--- src/rtl/mc_ctrl_pkg.sv ---
// Shared encodings for the multi-cycle controller: opcodes, funct codes,
// FSM state encoding, ALU control codes and output select values.
package mc_ctrl_pkg;

    // Primary opcodes (Ins[31:26])
    localparam logic [5:0] R_FORM = 6'h00;
    localparam logic [5:0] J      = 6'h02;
    localparam logic [5:0] JAL    = 6'h03;
    localparam logic [5:0] BEQ    = 6'h04;
    localparam logic [5:0] BNE    = 6'h05;
    localparam logic [5:0] ADDI   = 6'h08;
    localparam logic [5:0] ANDI   = 6'h0C;
    localparam logic [5:0] ORI    = 6'h0D;
    localparam logic [5:0] XORI   = 6'h0E;
    localparam logic [5:0] LW     = 6'h23;
    localparam logic [5:0] SW     = 6'h2B;

    // R-form funct codes (Ins[5:0])
    localparam logic [5:0] FN_JR  = 6'h08;
    localparam logic [5:0] FN_ADD = 6'h20;
    localparam logic [5:0] FN_SUB = 6'h22;
    localparam logic [5:0] FN_AND = 6'h24;
    localparam logic [5:0] FN_OR  = 6'h25;
    localparam logic [5:0] FN_XOR = 6'h26;
    localparam logic [5:0] FN_SLT = 6'h2A;

    // ALU control codes
    localparam logic [3:0] ALU_ADD = 4'd0;
    localparam logic [3:0] ALU_SUB = 4'd1;
    localparam logic [3:0] ALU_AND = 4'd2;
    localparam logic [3:0] ALU_OR  = 4'd3;
    localparam logic [3:0] ALU_XOR = 4'd4;
    localparam logic [3:0] ALU_SLT = 4'd5;

    // Next-PC select
    localparam logic [1:0] PC_INC  = 2'd0;
    localparam logic [1:0] PC_BR   = 2'd1;
    localparam logic [1:0] PC_JUMP = 2'd2;
    localparam logic [1:0] PC_REG  = 2'd3;

    // Write-register select
    localparam logic [1:0] WSEL_RT = 2'd0;
    localparam logic [1:0] WSEL_RD = 2'd1;
    localparam logic [1:0] WSEL_RA = 2'd2;

    localparam int unsigned WCNT_W = 8;

    typedef enum logic [2:0] {
        S_FETCH  = 3'd0,
        S_DECODE = 3'd1,
        S_EXEC   = 3'd2,
        S_MEM    = 3'd3,
        S_WB     = 3'd4,
        S_ERR    = 3'd5
    } state_e;

    // Destination register select for the write-back of a given opcode
    function automatic logic [1:0] wsel_of(input logic [5:0] op);
        case (op)
            R_FORM:  return WSEL_RD;
            JAL:     return WSEL_RA;
            default: return WSEL_RT;
        endcase
    endfunction

endpackage

--- src/rtl/mc_ctrl_dec.sv ---
// mc_dec: combinational instruction decode into ALU control, operand select,
// immediate extension mode and opcode legality.
module mc_dec
    import mc_ctrl_pkg::*;
(
    input  logic [5:0] op,
    input  logic [5:0] funct,
    output logic [3:0] alu_ctl,
    output logic       ext_zero,
    output logic       alu_src_imm,
    output logic       op_valid
);

    // Opcode/funct to datapath controls
    always_comb begin
        alu_ctl     = ALU_ADD;
        ext_zero    = 1'b0;
        alu_src_imm = 1'b0;
        op_valid    = 1'b0;
        case (op)
            R_FORM: begin
                op_valid = 1'b1;
                case (funct)
                    FN_SUB:  alu_ctl = ALU_SUB;
                    FN_AND:  alu_ctl = ALU_AND;
                    FN_OR:   alu_ctl = ALU_OR;
                    FN_XOR:  alu_ctl = ALU_XOR;
                    FN_SLT:  alu_ctl = ALU_SLT;
                    default: alu_ctl = ALU_ADD;
                endcase
            end
            J, JAL: op_valid = 1'b1;
            BEQ, BNE: begin
                op_valid = 1'b1;
                alu_ctl  = ALU_SUB;
            end
            ADDI, LW, SW: begin
                op_valid    = 1'b1;
                alu_src_imm = 1'b1;
            end
            ANDI: begin
                op_valid    = 1'b1;
                alu_src_imm = 1'b1;
                ext_zero    = 1'b1;
                alu_ctl     = ALU_AND;
            end
            ORI: begin
                op_valid    = 1'b1;
                alu_src_imm = 1'b1;
                ext_zero    = 1'b1;
                alu_ctl     = ALU_OR;
            end
            XORI: begin
                op_valid    = 1'b1;
                alu_src_imm = 1'b1;
                ext_zero    = 1'b1;
                alu_ctl     = ALU_XOR;
            end
            default: op_valid = 1'b0;
        endcase
    end

endmodule

--- src/rtl/mc_ctrl.sv ---
// mc_ctrl: multi-cycle CPU control FSM with memory wait timeout.
// Optional MC_CTRL_INSTRET_EN adds a retired-instruction counter output.
module mc_ctrl
    import mc_ctrl_pkg::*;
#(
    parameter int unsigned WAIT_MAX = 15
) (
    input  logic        CLK,
    input  logic        RST,
    input  logic [31:0] Ins,
    input  logic        zero,
    input  logic        mem_ack,
    output logic        mem_req,
    output logic        mem_wr,
    output logic        mem_ifetch,
    output logic        pc_we,
    output logic        ir_we,
    output logic        reg_we,
    output logic [1:0]  pc_src,
    output logic [1:0]  reg_wsel,
    output logic        alu_src_imm,
    output logic        ext_zero,
    output logic [3:0]  alu_ctl,
    output logic [2:0]  state,
`ifdef MC_CTRL_INSTRET_EN
    output logic [31:0] instret,
`endif
    output logic        err
);

    logic [5:0] op;
    logic [5:0] funct;
    logic [4:0] rt;
    logic [4:0] rd;
    logic       op_valid;
    logic       timeout;
    logic       unused_ins_bits;
    logic [1:0] wsel;
    logic [4:0] dest;

    state_e             state_q, state_d;
    logic [WCNT_W-1:0]  wcnt_q, wcnt_d;

    assign op              = Ins[31:26];
    assign rt              = Ins[20:16];
    assign rd              = Ins[15:11];
    assign funct           = Ins[5:0];
    assign unused_ins_bits = ^{Ins[25:21], Ins[10:6]};

    mc_dec u_dec (
        .op          (op),
        .funct       (funct),
        .alu_ctl     (alu_ctl),
        .ext_zero    (ext_zero),
        .alu_src_imm (alu_src_imm),
        .op_valid    (op_valid)
    );

    // Last tolerated wait cycle: a miss now means the limit is reached
    assign timeout = (wcnt_q == WCNT_W'(WAIT_MAX - 1));

    // Destination index selected for write-back
    assign wsel = wsel_of(op);
    always_comb begin
        dest = rt;
        case (wsel)
            WSEL_RD: dest = rd;
            WSEL_RA: dest = 5'd31;
            default: dest = rt;
        endcase
    end

    // State and wait-counter registers
    always_ff @(posedge CLK or posedge RST) begin
        if (RST) begin
            state_q <= S_FETCH;
            wcnt_q  <= '0;
        end else begin
            state_q <= state_d;
            wcnt_q  <= wcnt_d;
        end
    end

    // Next state and strobes; reset forces every strobe low immediately
    always_comb begin
        state_d    = state_q;
        mem_req    = 1'b0;
        mem_wr     = 1'b0;
        mem_ifetch = 1'b0;
        pc_we      = 1'b0;
        ir_we      = 1'b0;
        reg_we     = 1'b0;
        pc_src     = PC_INC;
        reg_wsel   = WSEL_RT;
        case (state_q)
            S_FETCH: begin
                mem_req    = 1'b1;
                mem_ifetch = 1'b1;
                if (mem_ack) begin
                    ir_we   = 1'b1;
                    pc_we   = 1'b1;
                    pc_src  = PC_INC;
                    state_d = S_DECODE;
                end else if (timeout) begin
                    state_d = S_ERR;
                end
            end
            S_DECODE: begin
                if (!op_valid) begin
                    state_d = S_ERR;
                end else if (op == J) begin
                    pc_we   = 1'b1;
                    pc_src  = PC_JUMP;
                    state_d = S_FETCH;
                end else if (op == JAL) begin
                    pc_we   = 1'b1;
                    pc_src  = PC_JUMP;
                    state_d = S_WB;
                end else begin
                    state_d = S_EXEC;
                end
            end
            S_EXEC: begin
                case (op)
                    BEQ, BNE: begin
                        if ((op == BEQ) == zero) begin
                            pc_we  = 1'b1;
                            pc_src = PC_BR;
                        end
                        state_d = S_FETCH;
                    end
                    R_FORM: begin
                        if (funct == FN_JR) begin
                            pc_we   = 1'b1;
                            pc_src  = PC_REG;
                            state_d = S_FETCH;
                        end else begin
                            state_d = S_WB;
                        end
                    end
                    LW, SW:  state_d = S_MEM;
                    default: state_d = S_WB;
                endcase
            end
            S_MEM: begin
                mem_req = 1'b1;
                mem_wr  = (op == SW);
                if (mem_ack) begin
                    state_d = (op == LW) ? S_WB : S_FETCH;
                end else if (timeout) begin
                    state_d = S_ERR;
                end
            end
            S_WB: begin
                reg_wsel = wsel;
                reg_we   = (dest != 5'd0);
                state_d  = S_FETCH;
            end
            S_ERR:   state_d = S_ERR;
            default: state_d = S_ERR;
        endcase
        if (RST) begin
            mem_req    = 1'b0;
            mem_wr     = 1'b0;
            mem_ifetch = 1'b0;
            pc_we      = 1'b0;
            ir_we      = 1'b0;
            reg_we     = 1'b0;
            pc_src     = PC_INC;
            reg_wsel   = WSEL_RT;
        end
    end

    // Wait counter: counts unanswered requests, clears on any state change
    always_comb begin
        wcnt_d = wcnt_q;
        if (state_d != state_q) begin
            wcnt_d = '0;
        end else if (mem_req && !mem_ack) begin
            wcnt_d = wcnt_q + WCNT_W'(1);
        end
    end

    assign state = state_q;
    assign err   = (state_q == S_ERR);

`ifdef MC_CTRL_INSTRET_EN
    logic [31:0] instret_q;

    // Retire on the last state of each instruction returning to FETCH
    always_ff @(posedge CLK or posedge RST) begin
        if (RST) begin
            instret_q <= '0;
        end else if (state_q != S_FETCH && state_q != S_ERR && state_d == S_FETCH) begin
            instret_q <= instret_q + 32'd1;
        end
    end

    assign instret = instret_q;
`endif

endmodule

--- config.mk ---
export PLATFORM = sky130hd
export DESIGN_NAME = mc_ctrl
export DESIGN_NICKNAME = d
export VERILOG_FILES = /design/src/rtl/mc_ctrl_pkg.sv /design/src/rtl/mc_ctrl_dec.sv /design/src/rtl/mc_ctrl.sv
export SDC_FILE = /design/constraint.sdc
export NUM_CORES = 1
export LEC_CHECK = 0
export BUFFER_PORTS_ARGS = -buffer_cell sky130_fd_sc_hd__buf_2
export CORE_ASPECT_RATIO = 1.4
export CORE_MARGIN = 8
export CORE_UTILIZATION = 44
export CTS_BUF_LIST = sky130_fd_sc_hd__clkbuf_16
export CTS_CLUSTER_SIZE = 20
export DETAILED_ROUTE_END_ITERATION = 8
export PLACE_DENSITY = 0.77
export REMOVE_ABC_BUFFERS = 1
export SYNTH_ARGS = -nofsm -noshare
export SYNTH_HDL_FRONTEND = slang
export SYNTH_SLANG_ARGS = --single-unit
--- constraint.sdc ---
create_clock -name CLK -period 2.22 [get_ports CLK]
set_input_delay 0.333 -clock CLK [delete_from_list [all_inputs] [get_ports CLK]]
set_output_delay 0.333 -clock CLK [all_outputs]
set_load 0.01 [all_outputs]
==> results.txt, run 1 <==
----------------------------------------------------
[Critical path]
  Worst r2r dst ... wcnt_q[6]
  CP max FO ... 2
  Worst EP arrival ... 1.97 ns
  Worst flop-to-flop path startpoint ... wcnt_q[0]
  Crit. End Element ... primary output
  Number of cells on the worst reg-to-reg path ... 7
  Type of element launching the critical path ... primary input
  Critical Setup Path Class ... primary input to primary output
  Slack of the worst reg-to-reg path ... 0.16 ns
  Required time of the critical path ... 1.89 ns

[STA]
  RSZ-0062 raised after global routing ... true
  Max-Slew Margin vs Limit ... 65.09%
  Total setup violations reported at the end of the flow ... 2
  Clock tree skew after final layout ... 0.001034 ns
  Pins over their slew limit ... 0
  Number of hold-slack violations in the final timing report ... 0
  Highest attainable clock frequency ... 433.5 MHz
  Sum of negative setup slack ... -0.1581 ns
  Final critical-path required period ... 2.307 ns
  Share of the clock period used by the worst path after layout ... 103.9%
  PnR worst setup slack ... -0.08703 ns
  Worst slew pin tran ... 0.5197 ns

[Yosys]
  Adder and majority gate portion of the synthesized area ... 4.496%
  Primary FF master, synth ... dfrtp_1
  Complex-gate fraction of the synthesized area ... 20.14%
  FF+latch count, synth ... 11
  Netlist area before placement ... 1391 um^2
  Post-synthesis cell count ... 174
  Leading area contributor after synthesis ... dfrtp_1
  Synthesis Warnings ... 0
  EDFF count, synth ... 0
  Per-instance average area after synthesis ... 7.996 um^2
  Number of different library cells in the post-synthesis netlist ... 58
  Sequential cell area fraction in the yosys report ... 19.78%
  Portion of synthesized cell area occupied by the leading cell type ... 19.78%
  Leading cell type by number of instances after synthesis ... nor2_1
  Combinational family with the most area after synthesis ... simple AND/OR/NAND/NOR gates
  Post-synthesis mux area share ... 0%
  Xor-xnor portion of the synthesized cell area ... 6.295%
  Basic-gate share of the synthesized area counting and, or, nand and nor cells ... 40.92%
  Most area-consuming cells after synthesis ... dfrtp_1 (20%), ha_1 (4.5%), nor4_1 (4.5%)
  Commonest cells post-synth ... nor2_1 (15), inv_1 (12), dfrtp_1 (11), nor4_1 (10), nor3_1 (9)
  FFs w/ async S/R, synth ... 100.0%

[Placement]
  Placed wire-length estimate after detailed placement ... 3.262 mm
  Post-detailed-placement cell area ... 1720 um^2
  Number of buffers inserted by port buffering ... 44
  Global placer's final weighted congestion ... 0.8819
  Cell count after placement ... 263

[Power and ir drop]
  Power per standard cell area ... 662.9 nW/um^2
  Max IR drop VDD ... 549.8 uV
  Leakage ... 0.8238 nW

[Clocking]
  Total clock buffers created by CTS ... 3
  Clock tree from TritonCTS ... built
  Buffer type at the clock tree root ... clkbuf_16
  Clock insertion delay at the later pin of the skew report ... 0.24 ns
  Number of H-tree levels ... 1
  # clock sinks ... 11
  Clock transition at the registers of the reported paths ... 0.04 ns
  Maximum number of buffers from clock root to sink ... 2

[Detailed routing]
  Via density ... 5.796
  Number of detailed-route iterations in the first pass ... 4
  Detail Route Antenna Nets ... 0
  First DRT Iteration DRCs ... 58
  DRC viols ... 0
  Total number of vias ... 1,559
  DRT Wirelength ... 4.217 mm
  Average wire length per cell after detail routing ... 15.68 um

[Floorplanning]
  Die area ... 5243 um^2
  Starting utilization of the core area ... 45.42%
  Std-Cell Rows ... 24
  Horiz. Die Dim ... 63.53 um
  Core footprint ... 3063 um^2
  DIE HEIGHT ... 82.54 um
  I/O pin count ... 56

[Layout]
  Multi-input gate area in the final layout ... 1057 um^2
  Layout fillers ... 274
  Final standard cell area without fillers ... 1886 um^2
  Net count of the finished layout ... 272
  Area grow syn2layout ... 35.52%
  Filler-free cell count of the finished design ... 269
  Final core utilization ... 61.56%
  Register Area ... 276.5 um^2
  Antenna diode instance count ... 0
  Layout cell share with drive strength beyond 1 ... 39.13%

[Flow run]
  Max Cap Violations ... 0

[GRT]
  Antenna violations before repair ... 0
  Total global routing track utilization ... 16.09%
  Total global routing overflow ... 0
  Maximum number of pins on one net before global-route repair ... 14
  Vias in the first global route ... 1,518
  Wire length of the first global-routing pass ... 6.900 mm

[Status]
  Outcome ... finished with violations
  Violated checks ... setup timing

[Worst hold path]
  Hold WC Path Type ... primary input to asynchronous set/reset pin

----------------------------------------------------
[metal layers]
layer	GRT usage (%)	vias up	share of wire [%]
li1	-	762	-
met1	15.54	753	38
met2	32.04	36	56
met3	3.509	8	4.8
met4	7.159	0	1.7
met5	0	-	0
[sequential cells by signal (all words and copies together), names as in the netlist]
register,flops
state,3
wcnt_q,8
[through the flow]
step / worst slack [ns] / hold slack, ns / power, mW
after floorplan: -0.1654 / 0.1938 / 0.6622
after global placement: -0.2891 / 0.4476 / 0.9078
after detailed placement: -0.3045 / 0.4683 / 0.9154
after CTS: -0.1270 / 0.2132 / 1.254
after global routing: -0.1422 / 0.2528 / 1.334
final: -0.08703 / 0.2092 / 1.250
[report_power, final]
group | internal [mW] | switching, mW
clock | 0.236 | 0.0888
combinational | 0.254 | 0.379
sequential | 0.232 | 0.0606
[logic make-up (layout without fill, tap and decap cells)]
logic type | Yosys count | in the layout
xor gates and xnor gates | 10 | 10
DFF | 11 | 11
buffers and inverters | 23 | 79
adders and majority gates | 5 | 5
other | 1 | 1
AOI/OAI and AO/OA | 35 | 35
and+or+nand+nor | 89 | 89
[worst max-delay path by stage]
| stage | end | startpoint | depth (start not counted) | slack (ns) |
|---|---|---|---|---|
| final | reg_we | Ins[30] | 7 | -0.09 |
| after CTS | reg_we | Ins[31] | 9 | -0.13 |
| after global placement | reg_we | Ins[30] | 7 | -0.29 |
| after floorplan | reg_we | Ins[30] | 5 | -0.17 |
| after detailed placement | reg_we | Ins[30] | 7 | -0.30 |
| after global routing | reg_we | Ins[30] | 9 | -0.14 |
[worst max-delay path, cell delays in order]
cell and delay (ns):
buf_6 0.09, or3_4 0.38, or3_4 0.41, ha_4 0.22, nor4b_2 0.15, a221oi_1 0.21, buf_2 0.17
[area by class of cell]
| cell class | instances | area share, % |
|---|---|---|
| multi-input combinational | 140 | 56.07 |
| timing repair buffer | 63 | 20.11 |
| sequential | 11 | 14.66 |
| clock buffer | 3 | 3.981 |
| tap | 39 | 2.588 |
| inverter | 12 | 2.389 |
| clock inverter | 1 | 0.1991 |
[layout by cell type, fill, tap and decap left out, types with 3 or more instances in the layout]
cell type / n
nor4_1: 10
nor2_1: 15
nand3_1: 6
a31oi_1: 3
nand4_1: 3
o21ai_0: 4
buf_4: 18
dfrtp_1: 10
xor2_1: 7
clkbuf_16: 3
nand2_1: 6
a21oi_1: 5
or3_4: 3
buf_6: 3
nor2b_1: 3
inv_1: 12
and3_1: 3
xnor2_1: 3
nor3_1: 7
nand2b_1: 7
buf_2: 42
[repair_timing]
action / in CTS / in global routing
pin swaps: 6 / 3
hold buffers: 0 / 0
endpoints found under the setup margin: 2 / 4
setup buffers: 2 / 0
gates resized for setup: 10 / 6
Power figures use the tool's default switching activity.
==> run 2: changes to the inputs <==
Settings changed: CORE_UTILIZATION 44 to 53, PLACE_DENSITY 0.77 to 0.86.
Clock period 2.22 ns to 2.8 ns, I/O delays scaled along.
==> results.txt, run 2 (synthesized netlist as in run 1, its figures left out) <==
----------------------------------------------------
[Status]
  Outcome ... finished, final reports clean

[Layout]
  Area grow syn2layout ... 24.19%
  Layout fillers ... 243
  Multi-input gate area in the final layout ... 1003 um^2
  Commonest non-fill, non-tap cell in the layout ... buf_2
  Leading cell types in the layout, fill and taps excluded ... buf_2 (44), nor2_1 (15), inv_1 (13), dfrtp_1 (11), nor4_1 (10)
  Top register by number of flip-flops ... wcnt_q
  Flip-flop count of the largest register, all copies and words added ... 8
  Net count of the finished layout ... 261
  Filler-free cell count of the finished design ... 255
  Antenna diode instance count ... 0
  Layout cell share with drive strength beyond 1 ... 30.59%
  Final core utilization ... 67.50%
  Register Area ... 275.3 um^2

[Detailed routing]
  Detail Route Antenna Nets ... 0
  Total number of vias ... 1,503
  DRC viols ... 0
  Average wire length per cell after detail routing ... 15.34 um
  First DRT Iteration DRCs ... 75
  DRT Wirelength ... 3.912 mm
  Number of detailed-route iterations in the first pass ... 4
  Via density ... 5.894

[STA]
  PnR worst setup slack ... 0.08714 ns
  Highest attainable clock frequency ... 368.6 MHz
  Final critical-path required period ... 2.713 ns
  Total setup violations reported at the end of the flow ... 0
  Worst slew pin tran ... 0.6890 ns
  Number of hold-slack violations in the final timing report ... 0
  Sum of negative setup slack ... 0 ns
  RSZ-0062 raised after global routing ... false
  Share of the clock period used by the worst path after layout ... 96.89%
  Max-Slew Margin vs Limit ... 54.07%
  Clock tree skew after final layout ... 0.001847 ns
  Pins over their slew limit ... 0

[Critical path]
  Slowest CP cell ... or3_2
  CP max FO ... 3
  Crit. End Element ... primary output
  Critical Setup Path Class ... primary input to primary output
  Critical path's most frequent cell ... buf_2
  Worst EP arrival ... 2.29 ns
  Type of element launching the critical path ... primary input
  Highest cell delay on the worst timing path ... 0.48 ns
  Critical Path, Cell by Cell ... buf_2 -> or3_4 -> or3_2 -> ha_1 -> nor4b_1 -> a221oi_1 -> buf_2
  Required time of the critical path ... 2.38 ns

[Clocking]
  Hold_buf cts ... 0
  Clock insertion delay at the later pin of the skew report ... 0.24 ns
  Clock tree from TritonCTS ... built
  Maximum number of buffers from clock root to sink ... 2
  Clock transition at the registers of the reported paths ... 0.04 ns
  PostCTS Resize Cnt ... 0
  Setup repair bufs after CTS ... 0
  Buffer type at the clock tree root ... clkbuf_16
  Number of H-tree levels ... 1
  # clock sinks ... 11
  Total clock buffers created by CTS ... 3

[Floorplanning]
  Starting utilization of the core area ... 54.35%
  Core footprint ... 2560 um^2
  DIE HEIGHT ... 76.63 um
  I/O pin count ... 56
  Std-Cell Rows ... 22
  Horiz. Die Dim ... 59.30 um
  Die area ... 4544 um^2

[Placement]
  Cell count after placement ... 251
  Global placer's final weighted congestion ... 0.9777
  Number of buffers inserted by port buffering ... 44
  Placed wire-length estimate after detailed placement ... 3.031 mm
  DP Worst Slack ... 0.09679 ns

[GRT]
  Total global routing overflow ... 0
  Wire length of the first global-routing pass ... 6.499 mm
  Antenna violations before repair ... 0
  Vias in the first global route ... 1,444
  Total global routing track utilization ... 17.33%
  Maximum number of pins on one net before global-route repair ... 15

[Worst hold path]
  Hold WC Path Type ... primary input to asynchronous set/reset pin

[Flow run]
  Max Cap Violations ... 0

[Power and ir drop]
  Power per standard cell area ... 551.6 nW/um^2
  Max IR drop VDD ... 512.5 uV
  Leakage ... 0.7628 nW

----------------------------------------------------
## run 2: through the flow
stage / area (um^2) / total power, mW / hold slack (ns)
2_1_floorplan: 1324 / 0.5250 / 0.2808
3_3_place_gp: 1649 / 0.6860 / 0.5287
3_5_place_dp: 1649 / 0.6963 / 0.5353
4_1_cts: 1728 / 0.9563 / 0.2851
5_1_grt: 1728 / 1.016 / 0.3268
6_report: 1728 / 0.9532 / 0.2934
## run 2: worst paths after layout
check	endpoint	depth (start not counted)	slack, ns	startpoint
hold reg to reg	wcnt_q[7]	2	0.60	wcnt_q[7]
min in group CLK	wcnt_q[7]	2	0.60	wcnt_q[7]
max in group asynchronous	state[0]	3	2.36	RST
setup reg to reg	wcnt_q[3]	7	0.57	wcnt_q[0]
hold / removal	wcnt_q[4]	3	0.29	RST
setup / recovery	reg_we	7	0.09	Ins[30]
## run 2: where the power goes
part           internal [mW]  switching (mW)
logic                  0.175           0.262
clock network          0.187          0.0698
registers              0.183          0.0763
## run 2: worst max-delay path: cells and delay by family
family / cells / cell delay [ns]
compound gates: 1 / 0.25
buf+inv: 2 / 0.29
fa+ha+maj: 1 / 0.32
simple gates: 3 / 1.01
## run 2: layout make-up
type / instances / area share, %
clock inverter: 1 / 0.2172
tap: 36 / 2.607
inverter: 12 / 2.607
clock buffer: 3 / 4.345
timing repair buffer: 52 / 16.22
sequential: 11 / 15.93
multi-input combinational: 140 / 58.07
## run 2: per-layer routing
metal	up-vias	global-route usage (%)	wire length [um]
met3	11	3.378	256
met2	42	31.13	2051
met5	-	0	0
li1	744	-	-
met1	706	17.89	1491
met4	0	8.413	112
==> run 3: changes to the inputs <==
Settings changed: ABC_AREA set to 1, CORE_UTILIZATION 53 to 51, PLACE_DENSITY 0.86 to 0.85.
==> results.txt, run 3 <==
----------------------------------------------------
[Clocking]
  Maximum number of buffers from clock root to sink ... 2
  Clock tree from TritonCTS ... built
  PostCTS Resize Cnt ... 0
  Buffer type at the clock tree root ... clkbuf_16
  Clock insertion delay at the later pin of the skew report ... 0.24 ns
  Hold_buf cts ... 0
  Number of H-tree levels ... 1
  # clock sinks ... 11
  Clock transition at the registers of the reported paths ... 0.04 ns
  Setup repair bufs after CTS ... 0
  Total clock buffers created by CTS ... 3

[GRT]
  Antenna violations before repair ... 0
  Total global routing track utilization ... 16.31%
  Wire length of the first global-routing pass ... 5.630 mm
  Total global routing overflow ... 0
  Maximum number of pins on one net before global-route repair ... 13
  Vias in the first global route ... 1,382

[Critical path]
  Number of cells on the worst reg-to-reg path ... 13
  Worst flop-to-flop path startpoint ... wcnt_q[0]
  CP max FO ... 5
  Start point of the critical path ... Ins[29]
  Required time of the critical path ... 2.38 ns
  Slack of the worst reg-to-reg path ... 1.02 ns
  Crit. End Element ... primary output
  Critical Setup Path Class ... primary input to primary output
  Worst r2r dst ... wcnt_q[2]
  Type of element launching the critical path ... primary input
  Worst EP arrival ... 1.92 ns

[Power and ir drop]
  Max IR drop VDD ... 239.9 uV
  Leakage ... 0.8509 nW
  Power per standard cell area ... 299.0 nW/um^2

[STA]
  Share of the clock period used by the worst path after layout ... 83.40%
  Pins over their slew limit ... 0
  Total setup violations reported at the end of the flow ... 0
  RSZ-0062 raised after global routing ... false
  Clock tree skew after final layout ... 0.001291 ns
  Highest attainable clock frequency ... 428.2 MHz
  Smallest hold slack ... 0.2846 ns
  Sum of negative setup slack ... 0 ns
  Final critical-path required period ... 2.335 ns
  Number of hold-slack violations in the final timing report ... 0

[Layout]
  Layout fillers ... 223
  Final standard cell area without fillers ... 1638 um^2
  Leading cell types in the layout, fill and taps excluded ... buf_2 (44), nand2_1 (31), inv_1 (27), nor2_1 (24)
  Layout cell share with drive strength beyond 1 ... 37.70%
  Final core utilization ... 68.50%
  Commonest non-fill, non-tap cell in the layout ... buf_2
  Flip-flop count of the largest register, all copies and words added ... 8
  Antenna diode instance count ... 0
  Net count of the finished layout ... 286
  Top register by number of flip-flops ... wcnt_q
  Area grow syn2layout ... 26.47%
  Multi-input gate area in the final layout ... 877.1 um^2
  Register Area ... 275.3 um^2

[Placement]
  Number of buffers inserted by port buffering ... 44
  Global placer's final weighted congestion ... 0.8662
  Post-detailed-placement cell area ... 1558 um^2
  Placed wire-length estimate after detailed placement ... 2.769 mm

[Detailed routing]
  First DRT Iteration DRCs ... 35
  DRC viols ... 0
  Detail Route Antenna Nets ... 0
  DRT Wirelength ... 3.388 mm
  Via density ... 4.996
  Number of detailed-route iterations in the first pass ... 4
  Average wire length per cell after detail routing ... 12.19 um
  Total number of vias ... 1,389

[Yosys]
  Sequential cell area fraction in the yosys report ... 21.26%
  Portion of synthesized cell area occupied by the leading cell type ... 21.26%
  Adder and majority gate portion of the synthesized area ... 4.831%
  Commonest cells post-synth ... nand2_1 (31), inv_1 (27), nor2_1 (24), nand3_1 (18), nor2_2 (18)
  Most area-consuming cells after synthesis ... dfrtp_1 (21%), nand2_1 (9.0%), nor2_2 (8.7%)
  Leading area contributor after synthesis ... dfrtp_1
  Combinational family with the most area after synthesis ... simple AND/OR/NAND/NOR gates
  Per-instance average area after synthesis ... 6.607 um^2
  Netlist area before placement ... 1295 um^2
  EDFF count, synth ... 0
  Xor-xnor portion of the synthesized cell area ... 4.734%
  FF+latch count, synth ... 11
  Number of different library cells in the post-synthesis netlist ... 35
  Synthesis Warnings ... 0
  Post-synthesis mux area share ... 0%
  FFs w/ async S/R, synth ... 100.0%
  Primary FF master, synth ... dfrtp_1
  Complex-gate fraction of the synthesized area ... 9.179%
  Basic-gate share of the synthesized area counting and, or, nand and nor cells ... 48.70%
  Leading cell type by number of instances after synthesis ... nand2_1
  Post-synthesis cell count ... 196

[Floorplanning]
  Die area ... 4430 um^2
  Core footprint ... 2391 um^2
  Starting utilization of the core area ... 54.16%
  I/O pin count ... 56
  Horiz. Die Dim ... 58.59 um
  Std-Cell Rows ... 21
  DIE HEIGHT ... 75.62 um

[Flow run]
  Max Cap Violations ... 0

[Status]
  Outcome ... finished, final reports clean

[Worst hold path]
  Hold WC Path Type ... primary input to asynchronous set/reset pin

----------------------------------------------------
run 3: cell count changes in the layout (fill, tap and decap cells not counted), sizes merged, moves of 7 or more:
cell and change:
nand2 +30, inv +22, nor2 +29, nor4 -10
buf -7, nand3 +15, nand2b -8
run 3: per-stage QoR:
stage	std cells	setup slack, ns	power (mW)
after floorplan	195	0.7437	0.1945
after global placement	274	0.4784	0.2256
after detailed placement	274	0.4512	0.2265
after CTS	278	0.4476	0.4938
after global routing	278	0.2614	0.5140
final	278	0.4648	0.4897
run 3: worst max path at each step:
stage	endpoint	slack, ns	cells after the start
after detailed placement	reg_we	0.45	9
after global placement	reg_we	0.48	9
after global routing	reg_we	0.26	9
after floorplan	reg_we	0.74	7
after CTS	reg_we	0.45	9
final	reg_we	0.46	9
run 3: area by class of cell:
cell class | count | area share, %
clock buffers | 3 | 4.584
clock inverters | 1 | 0.3056
flip-flops and latches | 11 | 16.81
inverters | 36 | 8.251
well taps | 34 | 2.597
multi-input cells | 148 | 53.55
repair buffers | 45 | 13.90
run 3: per-layer routing:
layer	track usage (%)	wire [um]
met5	0	0
met1	15.34	1254
met2	31.49	1868
met4	11.73	139
met3	2.196	125
run 3: power breakdown:
part / internal (mW) / switching (mW)
Combinational: 0.0244 / 0.0391
Clock: 0.189 / 0.0762
Sequential: 0.160 / 0.000597
run 3: worst max-delay path, stage by stage:
cell	delay, ns
buf_2	0.13
nor2_2	0.18
nand2_1	0.09
nor2_1	0.18
inv_1	0.11
ha_1	0.32
a31o_2	0.24
a21oi_1	0.10
buf_2	0.14
run 3: logic make-up after synthesis:
family | Yosys count
flip-flops | 11
other | 1
adder cells (fa/ha/maj) | 5
buffers and inverters | 37
AO/OA/AOI/OAI | 17
XOR/XNOR | 7
AND/OR/NAND/NOR | 118
